===== src/rtl/periph_ctrl_demux_if.sv =====
// periph_ctrl_demux_if: upstream request/response bus plus per-target control bus
interface periph_ctrl_demux_if #(
  parameter int unsigned NumTargets = 4,
  parameter int unsigned AddrWidth  = 32,
  parameter int unsigned DataWidth  = 32
);
  logic                                 req_valid;
  logic                                 req_ready;
  logic [AddrWidth-1:0]                 req_addr;
  logic                                 req_we;
  logic [DataWidth-1:0]                 req_wdata;
  logic [DataWidth/8-1:0]               req_be;
  logic                                 rsp_valid;
  logic                                 rsp_ready;
  logic [DataWidth-1:0]                 rsp_rdata;
  logic                                 rsp_err;
  logic [NumTargets-1:0]                tgt_req_valid;
  logic [NumTargets-1:0]                tgt_req_ready;
  logic [AddrWidth-1:0]                 tgt_req_addr;
  logic                                 tgt_req_we;
  logic [DataWidth-1:0]                 tgt_req_wdata;
  logic [DataWidth/8-1:0]               tgt_req_be;
  logic [NumTargets-1:0]                tgt_rsp_valid;
  logic [NumTargets-1:0][DataWidth-1:0] tgt_rsp_rdata;
  logic [NumTargets-1:0]                tgt_rsp_err;
  modport slave (
    input  req_valid, req_addr, req_we, req_wdata, req_be, rsp_ready,
           tgt_req_ready, tgt_rsp_valid, tgt_rsp_rdata, tgt_rsp_err,
    output req_ready, rsp_valid, rsp_rdata, rsp_err,
           tgt_req_valid, tgt_req_addr, tgt_req_we, tgt_req_wdata, tgt_req_be
  );
  modport master (
    output req_valid, req_addr, req_we, req_wdata, req_be, rsp_ready,
           tgt_req_ready, tgt_rsp_valid, tgt_rsp_rdata, tgt_rsp_err,
    input  req_ready, rsp_valid, rsp_rdata, rsp_err,
           tgt_req_valid, tgt_req_addr, tgt_req_we, tgt_req_wdata, tgt_req_be
  );
endinterface


===== src/rtl/periph_ctrl_demux.sv =====
// periph_ctrl_demux: address-decoded request demux with in-order response FIFO
module periph_ctrl_demux #(
  parameter int unsigned          NumTargets     = 4,
  parameter int unsigned          AddrWidth      = 32,
  parameter int unsigned          DataWidth      = 32,
  parameter logic [AddrWidth-1:0] BaseAddr       = 32'h4000_0000,
  parameter int unsigned          RegionSizeLog2 = 12,
  parameter int unsigned          MaxOutstanding = 4
) (
  input logic               clk_i,
  input logic               rst_ni,
  periph_ctrl_demux_if.slave bus
);
  localparam int unsigned TW = $clog2(NumTargets + 1);
  localparam int unsigned CW = $clog2(MaxOutstanding + 1);
  localparam int unsigned PW = MaxOutstanding > 1 ? $clog2(MaxOutstanding) : 1;
  localparam logic [TW-1:0] Err = TW'(NumTargets);

  logic [AddrWidth-1:0]  off, idx_full;
  logic                  dec_err, grant, hs, pop, push, tgt_hit, tgt_err;
  logic [TW-1:0]         tgt, cur_q;
  logic [NumTargets-1:0] sel, cur_oh;
  logic [CW-1:0]         cnt_q, occ_q;
  logic [PW-1:0]         wptr_q, rptr_q;
  logic [DataWidth-1:0]  tgt_rdata;
  logic [DataWidth:0]    push_data;
  logic [DataWidth:0]    mem_q [MaxOutstanding];

  function automatic logic [PW-1:0] nxt(input logic [PW-1:0] p);
    return p == PW'(MaxOutstanding - 1) ? '0 : p + PW'(1);
  endfunction

  assign off      = bus.req_addr - BaseAddr;
  assign idx_full = off >> RegionSizeLog2;
  assign dec_err  = (bus.req_addr < BaseAddr) || (idx_full >= AddrWidth'(NumTargets));
  assign tgt      = dec_err ? Err : idx_full[TW-1:0];
  // A new target may only be addressed once every earlier response has drained
  assign grant    = rst_ni && (cnt_q < CW'(MaxOutstanding)) && (cnt_q == '0 || cur_q == tgt);

  // One-hot decode of the request target and response mux from the current target
  always_comb begin
    sel = '0;
    cur_oh = '0;
    tgt_rdata = '0;
    tgt_err = 1'b0;
    for (int k = 0; k < NumTargets; k++) begin
      sel[k] = !dec_err && tgt == TW'(k);
      cur_oh[k] = cur_q == TW'(k);
      tgt_rdata |= (cur_q == TW'(k)) ? bus.tgt_rsp_rdata[k] : '0;
      tgt_err |= (cur_q == TW'(k)) && bus.tgt_rsp_err[k];
    end
  end

  assign bus.tgt_req_valid = sel & {NumTargets{bus.req_valid && grant}};
  assign bus.req_ready     = grant && (dec_err || |(sel & bus.tgt_req_ready));
  assign bus.tgt_req_addr  = bus.req_addr;
  assign bus.tgt_req_we    = bus.req_we;
  assign bus.tgt_req_wdata = bus.req_wdata;
  assign bus.tgt_req_be    = bus.req_be;

  assign hs        = bus.req_valid && bus.req_ready;
  assign tgt_hit   = |(cur_oh & bus.tgt_rsp_valid) && cnt_q != occ_q;
  assign push      = tgt_hit || (hs && dec_err);
  assign push_data = tgt_hit ? {tgt_rdata, tgt_err} : {{DataWidth{1'b0}}, 1'b1};

  assign bus.rsp_valid = occ_q != '0;
  assign pop           = bus.rsp_valid && bus.rsp_ready;
  assign bus.rsp_rdata = bus.rsp_valid ? mem_q[rptr_q][DataWidth:1] : '0;
  assign bus.rsp_err   = bus.rsp_valid && mem_q[rptr_q][0];

  // Outstanding counter, FIFO pointers/occupancy and current-target register
  always_ff @(posedge clk_i) begin
    if (!rst_ni) begin
      cnt_q  <= '0;
      occ_q  <= '0;
      wptr_q <= '0;
      rptr_q <= '0;
      cur_q  <= Err;
    end else begin
      cnt_q  <= cnt_q + CW'(hs) - CW'(pop);
      occ_q  <= occ_q + CW'(push) - CW'(pop);
      wptr_q <= push ? nxt(wptr_q) : wptr_q;
      rptr_q <= pop ? nxt(rptr_q) : rptr_q;
      cur_q  <= hs ? tgt : cur_q;
    end
  end

  // Response storage; contents are only observed through a valid head entry
  always_ff @(posedge clk_i) begin
    if (push) mem_q[wptr_q] <= push_data;
  end

  // Overflow is a design error; unexpected target responses are dropped and reported
  always_ff @(posedge clk_i) begin
    if (rst_ni) begin
      assert (!(push && occ_q == CW'(MaxOutstanding))) else $error("response fifo overflow");
      assert (!(|bus.tgt_rsp_valid) || tgt_hit) else $warning("unexpected target response ignored");
    end
  end
endmodule


===== src/flat_wrapper.sv =====
// flat-port wrapper written by rule: the top's interface ports become plain ports
module periph_ctrl_demux_flat 
#(
  parameter int unsigned          NumTargets     = 4,
  parameter int unsigned          AddrWidth      = 32,
  parameter int unsigned          DataWidth      = 32,
  parameter logic [AddrWidth-1:0] BaseAddr       = 32'h4000_0000,
  parameter int unsigned          RegionSizeLog2 = 12,
  parameter int unsigned          MaxOutstanding = 4
)
  (clk_i, rst_ni, bus_req_valid, bus_req_addr, bus_req_we, bus_req_wdata, bus_req_be, bus_rsp_ready, bus_tgt_req_ready, bus_tgt_rsp_valid, bus_tgt_rsp_rdata, bus_tgt_rsp_err, bus_req_ready, bus_rsp_valid, bus_rsp_rdata, bus_rsp_err, bus_tgt_req_valid, bus_tgt_req_addr, bus_tgt_req_we, bus_tgt_req_wdata, bus_tgt_req_be);
  periph_ctrl_demux_if #(.NumTargets(NumTargets), .AddrWidth(AddrWidth), .DataWidth(DataWidth)) bus_i ();
  input logic clk_i;
  input logic rst_ni;
  input wire logic [$bits(bus_i.req_valid)-1:0] bus_req_valid;
  input wire logic [$bits(bus_i.req_addr)-1:0] bus_req_addr;
  input wire logic [$bits(bus_i.req_we)-1:0] bus_req_we;
  input wire logic [$bits(bus_i.req_wdata)-1:0] bus_req_wdata;
  input wire logic [$bits(bus_i.req_be)-1:0] bus_req_be;
  input wire logic [$bits(bus_i.rsp_ready)-1:0] bus_rsp_ready;
  input wire logic [$bits(bus_i.tgt_req_ready)-1:0] bus_tgt_req_ready;
  input wire logic [$bits(bus_i.tgt_rsp_valid)-1:0] bus_tgt_rsp_valid;
  input wire logic [$bits(bus_i.tgt_rsp_rdata)-1:0] bus_tgt_rsp_rdata;
  input wire logic [$bits(bus_i.tgt_rsp_err)-1:0] bus_tgt_rsp_err;
  output wire logic [$bits(bus_i.req_ready)-1:0] bus_req_ready;
  output wire logic [$bits(bus_i.rsp_valid)-1:0] bus_rsp_valid;
  output wire logic [$bits(bus_i.rsp_rdata)-1:0] bus_rsp_rdata;
  output wire logic [$bits(bus_i.rsp_err)-1:0] bus_rsp_err;
  output wire logic [$bits(bus_i.tgt_req_valid)-1:0] bus_tgt_req_valid;
  output wire logic [$bits(bus_i.tgt_req_addr)-1:0] bus_tgt_req_addr;
  output wire logic [$bits(bus_i.tgt_req_we)-1:0] bus_tgt_req_we;
  output wire logic [$bits(bus_i.tgt_req_wdata)-1:0] bus_tgt_req_wdata;
  output wire logic [$bits(bus_i.tgt_req_be)-1:0] bus_tgt_req_be;
  assign bus_i.req_valid = bus_req_valid;
  assign bus_i.req_addr = bus_req_addr;
  assign bus_i.req_we = bus_req_we;
  assign bus_i.req_wdata = bus_req_wdata;
  assign bus_i.req_be = bus_req_be;
  assign bus_i.rsp_ready = bus_rsp_ready;
  assign bus_i.tgt_req_ready = bus_tgt_req_ready;
  assign bus_i.tgt_rsp_valid = bus_tgt_rsp_valid;
  assign bus_i.tgt_rsp_rdata = bus_tgt_rsp_rdata;
  assign bus_i.tgt_rsp_err = bus_tgt_rsp_err;
  assign bus_req_ready = bus_i.req_ready;
  assign bus_rsp_valid = bus_i.rsp_valid;
  assign bus_rsp_rdata = bus_i.rsp_rdata;
  assign bus_rsp_err = bus_i.rsp_err;
  assign bus_tgt_req_valid = bus_i.tgt_req_valid;
  assign bus_tgt_req_addr = bus_i.tgt_req_addr;
  assign bus_tgt_req_we = bus_i.tgt_req_we;
  assign bus_tgt_req_wdata = bus_i.tgt_req_wdata;
  assign bus_tgt_req_be = bus_i.tgt_req_be;
  periph_ctrl_demux #(.NumTargets(NumTargets), .AddrWidth(AddrWidth), .DataWidth(DataWidth), .BaseAddr(BaseAddr), .RegionSizeLog2(RegionSizeLog2), .MaxOutstanding(MaxOutstanding)) u_core (.clk_i(clk_i), .rst_ni(rst_ni), .bus(bus_i));
endmodule

===== config.mk =====
export PLATFORM = sky130hd
export DESIGN_NAME = periph_ctrl_demux_flat
export DESIGN_NICKNAME = d
export VERILOG_FILES = /design/src/rtl/periph_ctrl_demux_if.sv /design/src/rtl/periph_ctrl_demux.sv /design/src/flat_wrapper.sv
export SDC_FILE = /design/constraint.sdc
export NUM_CORES = 1
export LEC_CHECK = 0
export ABC_AREA = 0
export BUFFER_PORTS_ARGS = -buffer_cell sky130_fd_sc_hd__buf_2
export CAP_MARGIN = 20
export CELL_PAD_IN_SITES_DETAIL_PLACEMENT = 1
export CELL_PAD_IN_SITES_GLOBAL_PLACEMENT = 2
export CORE_MARGIN = 1
export CORE_UTILIZATION = 33
export DETAILED_ROUTE_END_ITERATION = 6
export PLACE_DENSITY_LB_ADDON = 0.1
export SKIP_CTS_REPAIR_TIMING = 1
export SLEW_MARGIN = 20
export SYNTH_ARGS = -nofsm -noshare
export SYNTH_HDL_FRONTEND = slang
export SYNTH_SLANG_ARGS = --single-unit

===== constraint.sdc =====
create_clock -name clk_i -period 9.3 [get_ports clk_i]
set_input_delay 1.86 -clock clk_i [delete_from_list [all_inputs] [get_ports clk_i]]
set_output_delay 1.86 -clock clk_i [all_outputs]
set_load 0.005 [all_outputs]

# Yosys cells after proc, flatten, opt, wreduce, memory -nomap -nowiden
# Memories as Yosys holds them, arrays and structs flattened. A register that Yosys moved wholly into a read port is not among the register bits.
# Index checks and enable logic that the tools add are counted.
word_totals:
  ff_bits: 13
  ramBits: 132
  in_bits: 213
  output_inout_bits: 108
  word_cells: 76
  mem_count: 1
memory_table:
  columns: ["name", "depth", "width", "read_ports", "rd_ports_with_merged_regs", "wr", "line", "text"]
  rows:
  - ["u_core.mem_q", 4, 33, 1, 1, 1, "periph_ctrl_demux.sv:27", "logic [DataWidth:0] mem_q [MaxOutstanding];"]
classes:
  addsub: 7
  order_cmp: 3
  eq_ne: 10
  muxes: 13
  bitwise_logic: 9
  reduce_logical: 28
ops:
  columns: ["cell", "n"]
  rows:
  - ["2-to-1 mux 32 bit", 5]
  - ["OR 32 bit", 3]
  - ["2-to-1 mux 33 bit", 1]
  - ["less-than comparator 32 x 31 -> 1 bit (second input constant)", 1]
  - ["subtractor 32 x 31 -> 32 bit (second input constant)", 1]
  - [">= comparator 20 x 3 -> 1 bit (second input constant)", 1]
  - ["logical AND 1 bit", 17]
  - ["bitwise AND 4 bit", 3]
  - ["equality test 3 x 2 -> 1 bit (second input constant)", 4]
  - ["zero test 3 bit", 3]
  - ["2-to-1 mux 2 bit", 4]
  - ["OR reduction 4 bit", 2]
  - ["adder 3 x 1 -> 3 bit", 2]
  - ["equality test 3 x 1 -> 1 bit (second input constant)", 2]
  - ["subtractor 3 x 1 -> 3 bit", 2]
  - ["adder 2 x 1 -> 2 bit (second input constant)", 2]
  - ["equality test 2 bit (second input constant)", 2]
  - ["logical OR 1 bit", 4]
  - ["equality test 3 bit", 1]
  - ["less-than comparator 3 bit (second input constant)", 1]
  - ["2-to-1 mux 3 bit", 1]
  - ["inequality test 3 bit", 1]
  - ["OR 1 bit", 3]
  - ["nonzero test 3 bit", 1]
  - ["2 further kinds", 3]

# Depth between registers and ports, before layout
depth:
  ltp_word: 15
  ltp_mapped: 15
  mapped_depth_nobuf: 13

# Worst setup path before layout
# Ideal clock, no wire load.
synth_timing:
  kind: "input to output"
  startpoint: "in bus_req_addr[19]"
  endpoint: "out bus_req_ready"
  arrival_ps: 2865
  slack_ps: 4575
  path_stages: 5
  path_buffers: 0
  path_cell_list: "nor4_1 > nand3_1 > nor2_2 > mux2i_1 > and3b_1"
synth_between:
  elab_chain_len: 10
  elab_cells_between_ends: 21
  cone_classes: "add/sub (1); order compare (2); eq/ne (4); mux (1); bitwise (1); reduce/logical (12)"
synth_lines:
  columns: ["item", "line", "text"]
  rows:
  - ["start: declaration", "flat_wrapper.sv:16", "input wire logic [$bits(bus_i.req_addr)-1:0] bus_req_addr;"]
  - ["subtractor 32 x 31 -> 32 bit", "periph_ctrl_demux.sv:33", "assign off = bus.req_addr - BaseAddr;"]
  - [">= comparator 20 x 3 -> 1 bit", "periph_ctrl_demux.sv:35", "assign dec_err = (bus.req_addr < BaseAddr) || (idx_full >= AddrWidth'(NumTargets));"]
  - ["logical OR 1 bit *", "periph_ctrl_demux.sv:35", null]
  - ["2-to-1 mux 3 bit", "periph_ctrl_demux.sv:36", "assign tgt = dec_err ? Err : idx_full[TW-1:0];"]
  - ["equality test 3 x 1 -> 1 bit, or another cell as far along", "periph_ctrl_demux.sv:47", "sel[k] = !dec_err && tgt == TW'(k);"]
  - ["logical AND 1 bit", "periph_ctrl_demux.sv:47", null]
  - ["bitwise AND 4 bit", "periph_ctrl_demux.sv:55", "assign bus.req_ready = grant && (dec_err || |(sel & bus.tgt_req_ready));"]
  - ["OR reduction 4 bit", "periph_ctrl_demux.sv:55", null]
  - ["logical OR 1 bit", "periph_ctrl_demux.sv:55", null]
  - ["logical AND 1 bit *", "periph_ctrl_demux.sv:55", null]
  - ["end: declaration", "flat_wrapper.sv:25", "output wire logic [$bits(bus_i.req_ready)-1:0] bus_req_ready;"]
# Mark *: on every way between the ends. The rest lies on a longest branch, timed or not.

# Worst setup path in the final report
# Ends and elaborated chain as after synthesis.

==> key figures <==
STA
  – Clock period minus final worst setup slack: 5300 ps
  – Fmax achieved: 0.189 GHz
  – Worst slew margin relative to its limit: between 30% and 40%
  – Final Setup Violations: 0
  – Final Hold Violating Endpoints: 0
  – RSZ-0062 raised after global routing: no
  – Period utilisation layout: a little under three fifths
  – Setup TNS: 0 ps
  – Worst clock skew: approximately 9.5 ps
  – Slew Viols, Final: 0
  – Worst Tran Pin Value: between 1000 and 1500 ps

Clock network
  – Number of clock buffers inserted by TritonCTS: 17
  – Post-CTS clock slew at the launch and capture registers of the worst setup and hold paths: 60 ps
  – Library cell used as clock root buffer: sky130_fd_sc_hd__clkbuf_16
  – Clock tree buffer depth: 2
  – Clock latency at the later pin of the worst-skew pair: approximately 430 ps
  – Number of clock sinks seen by CTS: 147
  – TritonCTS clock tree: done
  – # H-tree levels: 4

Place
  – Global placer's final weighted congestion: about 0.76
  – IO Port Bufs: 222
  – Post-detail-place hpwl: roughly 13 mm

Critical path
  – Critical path's largest stage delay: 440 ps
  – Crit path capture type: output pin
  – Data required, critical path: ~7400 ps
  – Kind of start point of the critical path: input pin
  – Cell type with the highest occurrence count on the critical path: sky130_fd_sc_hd__buf_2
  – Maximum fanout along the worst path: 5
  – Standard cell with the maximum stage delay on the critical path: sky130_fd_sc_hd__nor4_1
  – Kind of cell adding the most delay to the critical path: simple AND/OR/NAND/NOR gates
  – Arrival time at the worst endpoint: approximately 3400 ps
  – Path type of the worst setup path: input pin to output pin
  – WP buf/inv: 2
  – Worst-path cell chain: buf_2 > nor4_1 > nand3_1 > nor2_2 > mux2i_1 > and3b_1 > buf_2

Power and ir drop
  – VDD IR-drop max: around 0.14 mV
  – Cell leakage power: about 0.0033 uW
  – Sw frac: 27.4%
  – Power share of the clock group: 35.5%
  – Internal power: between 1000 and 1500 uW
  – Power density normalized to cell area: 214 mW/mm^2
  – Part of the total power dissipated in combinational logic: roughly 23%
  – Reg power frac: a little over two fifths
  – Sw power: 514 uW

Global routing
  – Largest net degree at the start of global routing: 37
  – Number of global-route vias before repair: between 5000 and 6000
  – Wire length of the first global-routing pass: roughly 28 mm
  – Total global routing overflow: 0
  – Number of antenna violations at the first check in global routing: 0
  – Total Routing Usage GR: between 10% and 20%

Drt
  – Starting DRT DRC Count: just over 200
  – Routed wirelength normalized by instance count: between 15 and 20 um
  – DRT antenna net count: 0
  – Post-detailed-route DRC marker count: 0
  – Detailed Route WL: approximately 19 mm
  – Detailed Routing Iterations Pass 1: 4
  – Number of vias per cell: ~5.0
  – Via count of the routed design: about 4800

Floorplanning
  – I/O pin cnt: 321
  – Area of the die: between 0.02 and 0.025 sq mm
  – Area inside the core boundary: 0.0218 sq mm
  – Die height: approximately 150 um
  – Die W: around 150 um
  – Starting density of the core: about a third
  – # rows: 54

Synthesis
  – Count of flip-flops with a built-in enable after synthesis: ~130
  – Synthesized instance count: ~520
  – Synthesized Nets: about 740
  – Sequential element share of the synthesized area: between 50% and 60%
  – Count of cell types in the netlist: 40
  – Fraction of registers with async set/reset: 0%
  – Flip-flop and latch count after synthesis: between 100 and 150
  – Library cell with the largest summed area after synthesis: sky130_fd_sc_hd__edfxtp_1
  – Total number of yosys warnings: 0
  – Share of the synthesized area in the top cell type: between 50% and 60%
  – Area of the mapped netlist: between 0.007 and 0.008 sq mm
  – Main flop type after synthesis: sky130_fd_sc_hd__edfxtp_1
  – Synth area leaders: sky130_fd_sc_hd__edfxtp_1, sky130_fd_sc_hd__mux4_2, sky130_fd_sc_hd__buf_4, sky130_fd_sc_hd__a22oi_1, sky130_fd_sc_hd__dfxtp_1
  – Mean instance size in the synthesized netlist: about 14 sq um

Finish
  – Number of nets at the end of the flow: approximately 880
  – Number of diodes: 0
  – Top library cells by usage in the layout, fill and taps aside: sky130_fd_sc_hd__buf_2, sky130_fd_sc_hd__edfxtp_1, sky130_fd_sc_hd__a22oi_1
  – Area grow syn2layout: 19.6%
  – Layout cells sized above 1: a little under half
  – Final standard cell utilization of the core: 40.2%
  – Fill cell instance count of the final layout: approximately 2300
  – Most common cell after layout, fill and taps aside: sky130_fd_sc_hd__buf_2

Min path
  – Kind of path behind the tightest hold check: register to register

Job
  – Maximum Capacitance Violations: 0

Status
  – Status: finished, final reports clean
[sequential cells by signal, indices dropped and copies added (netlist names), named ones only]
register	count
u_core.rptr_q	2
u_core.wptr_q	2
u_core.cnt_q	3
u_core.mem_q	132
u_core.cur_q	3
u_core.occ_q	3
[stage by stage]
step	hold slack (ps)	total power, uW	setup WS (ps)	std cells	cell area (sq um)
5_1_grt	556	1970	3770	953	8770
3_5_place_dp	510	1240	3920	921	8190
4_1_cts	518	1920	3920	953	8770
6_report	515	1880	4000	953	8770
3_3_place_gp	486	1240	3990	921	8190
2_1_floorplan	472	1070	4580	515	7330
[synth_stat cells (all sizes together) (2+ instances only)]
| cell | count |
|---|---|
| nor2b | 3 |
| nand4 | 4 |
| nand3 | 4 |
| and3b | 2 |
| nand2 | 9 |
| nor3b | 3 |
| clkbuf | 16 |
| xor2 | 4 |
| mux4 | 35 |
| and2 | 41 |
| a21oi | 34 |
| nor2 | 7 |
| nor4b | 3 |
| ha | 9 |
| mux2i | 4 |
| fa | 2 |
| o21ai | 4 |
| dfxtp | 15 |
| nor3 | 2 |
| xnor2 | 5 |
| buf | 88 |
| edfxtp | 132 |
| a22oi | 66 |
| inv | 13 |
| nor4 | 3 |
[power groups by stage]
| stage | combinational [uW] | clock [uW] | sequential, uW |
|---|---|---|---|
| detailed placement | 442 | 0 | 803 |
| finish | 424 | 666 | 787 |
| CTS | 443 | 683 | 790 |
| floorplan | 294 | 0 | 772 |
| global placement | 434 | 0 | 801 |
| global route | 474 | 706 | 794 |
[cell type report]
type / instances / area (sq um) / area share [%]
clock buffers: 17 / 425 / 4.85
clock inverters: 15 / 160 / 1.83
inverters: 13 / 48.8 / 0.556
multi-input cells: 251 / 2350 / 26.8
flip-flops and latches: 147 / 4270 / 48.6
well taps: 280 / 350 / 3.99
repair buffers: 230 / 1170 / 13.4
[layer usage]
layer	part of all wire [%]	vias up	routed length [um]	GRT usage, %
met5	0	-	0	0
met4	2.2	0	426	7.10
met3	4.9	49	924	3.55
met2	54	151	10200	31.5
met1	39	2387	7430	19.2
li1	-	2203	-	-
[worst register-to-register path, delay by kind of cell (launching register included)]
family / cells / cell delay (ps)
AND/OR/NAND/NOR: 2 / 270
multiplexers: 1 / 600
adder cells (fa/ha/maj): 3 / 750
buffers and inverters: 4 / 650
flip-flops: 1 / 610
AO/OA/AOI/OAI: 1 / 90
XOR/XNOR: 2 / 280
[final timing paths]
| kind | startpoint | end | slack, ps | depth (start not counted) |
|---|---|---|---|---|
| worst max-delay path | bus_req_addr[19] | bus_req_ready | 4000 | 7 |
| worst min-delay path | u_core.wptr_q[1]$_SDFFE_PN0P_ | u_core.wptr_q[1]$_SDFFE_PN0P_ | 510 | 2 |
| worst max register to register | u_core.cur_q[0]$_SDFFE_PN0P_ | u_core.occ_q[2]$_SDFF_PN0_ | 5950 | 13 |
| worst min register to register | u_core.wptr_q[1]$_SDFFE_PN0P_ | u_core.wptr_q[1]$_SDFFE_PN0P_ | 510 | 2 |
[cell families after synthesis]
logic type	count (synthesis)	synth area share [%]
xor+xnor	9	1.07
mux	39	11.3
buf+inv	117	10.2
fa+ha+maj	11	2.08
flops	147	58.1
simple gates	84	7.10
compound gates	108	10.1
(Power assumes the default switching activity.)
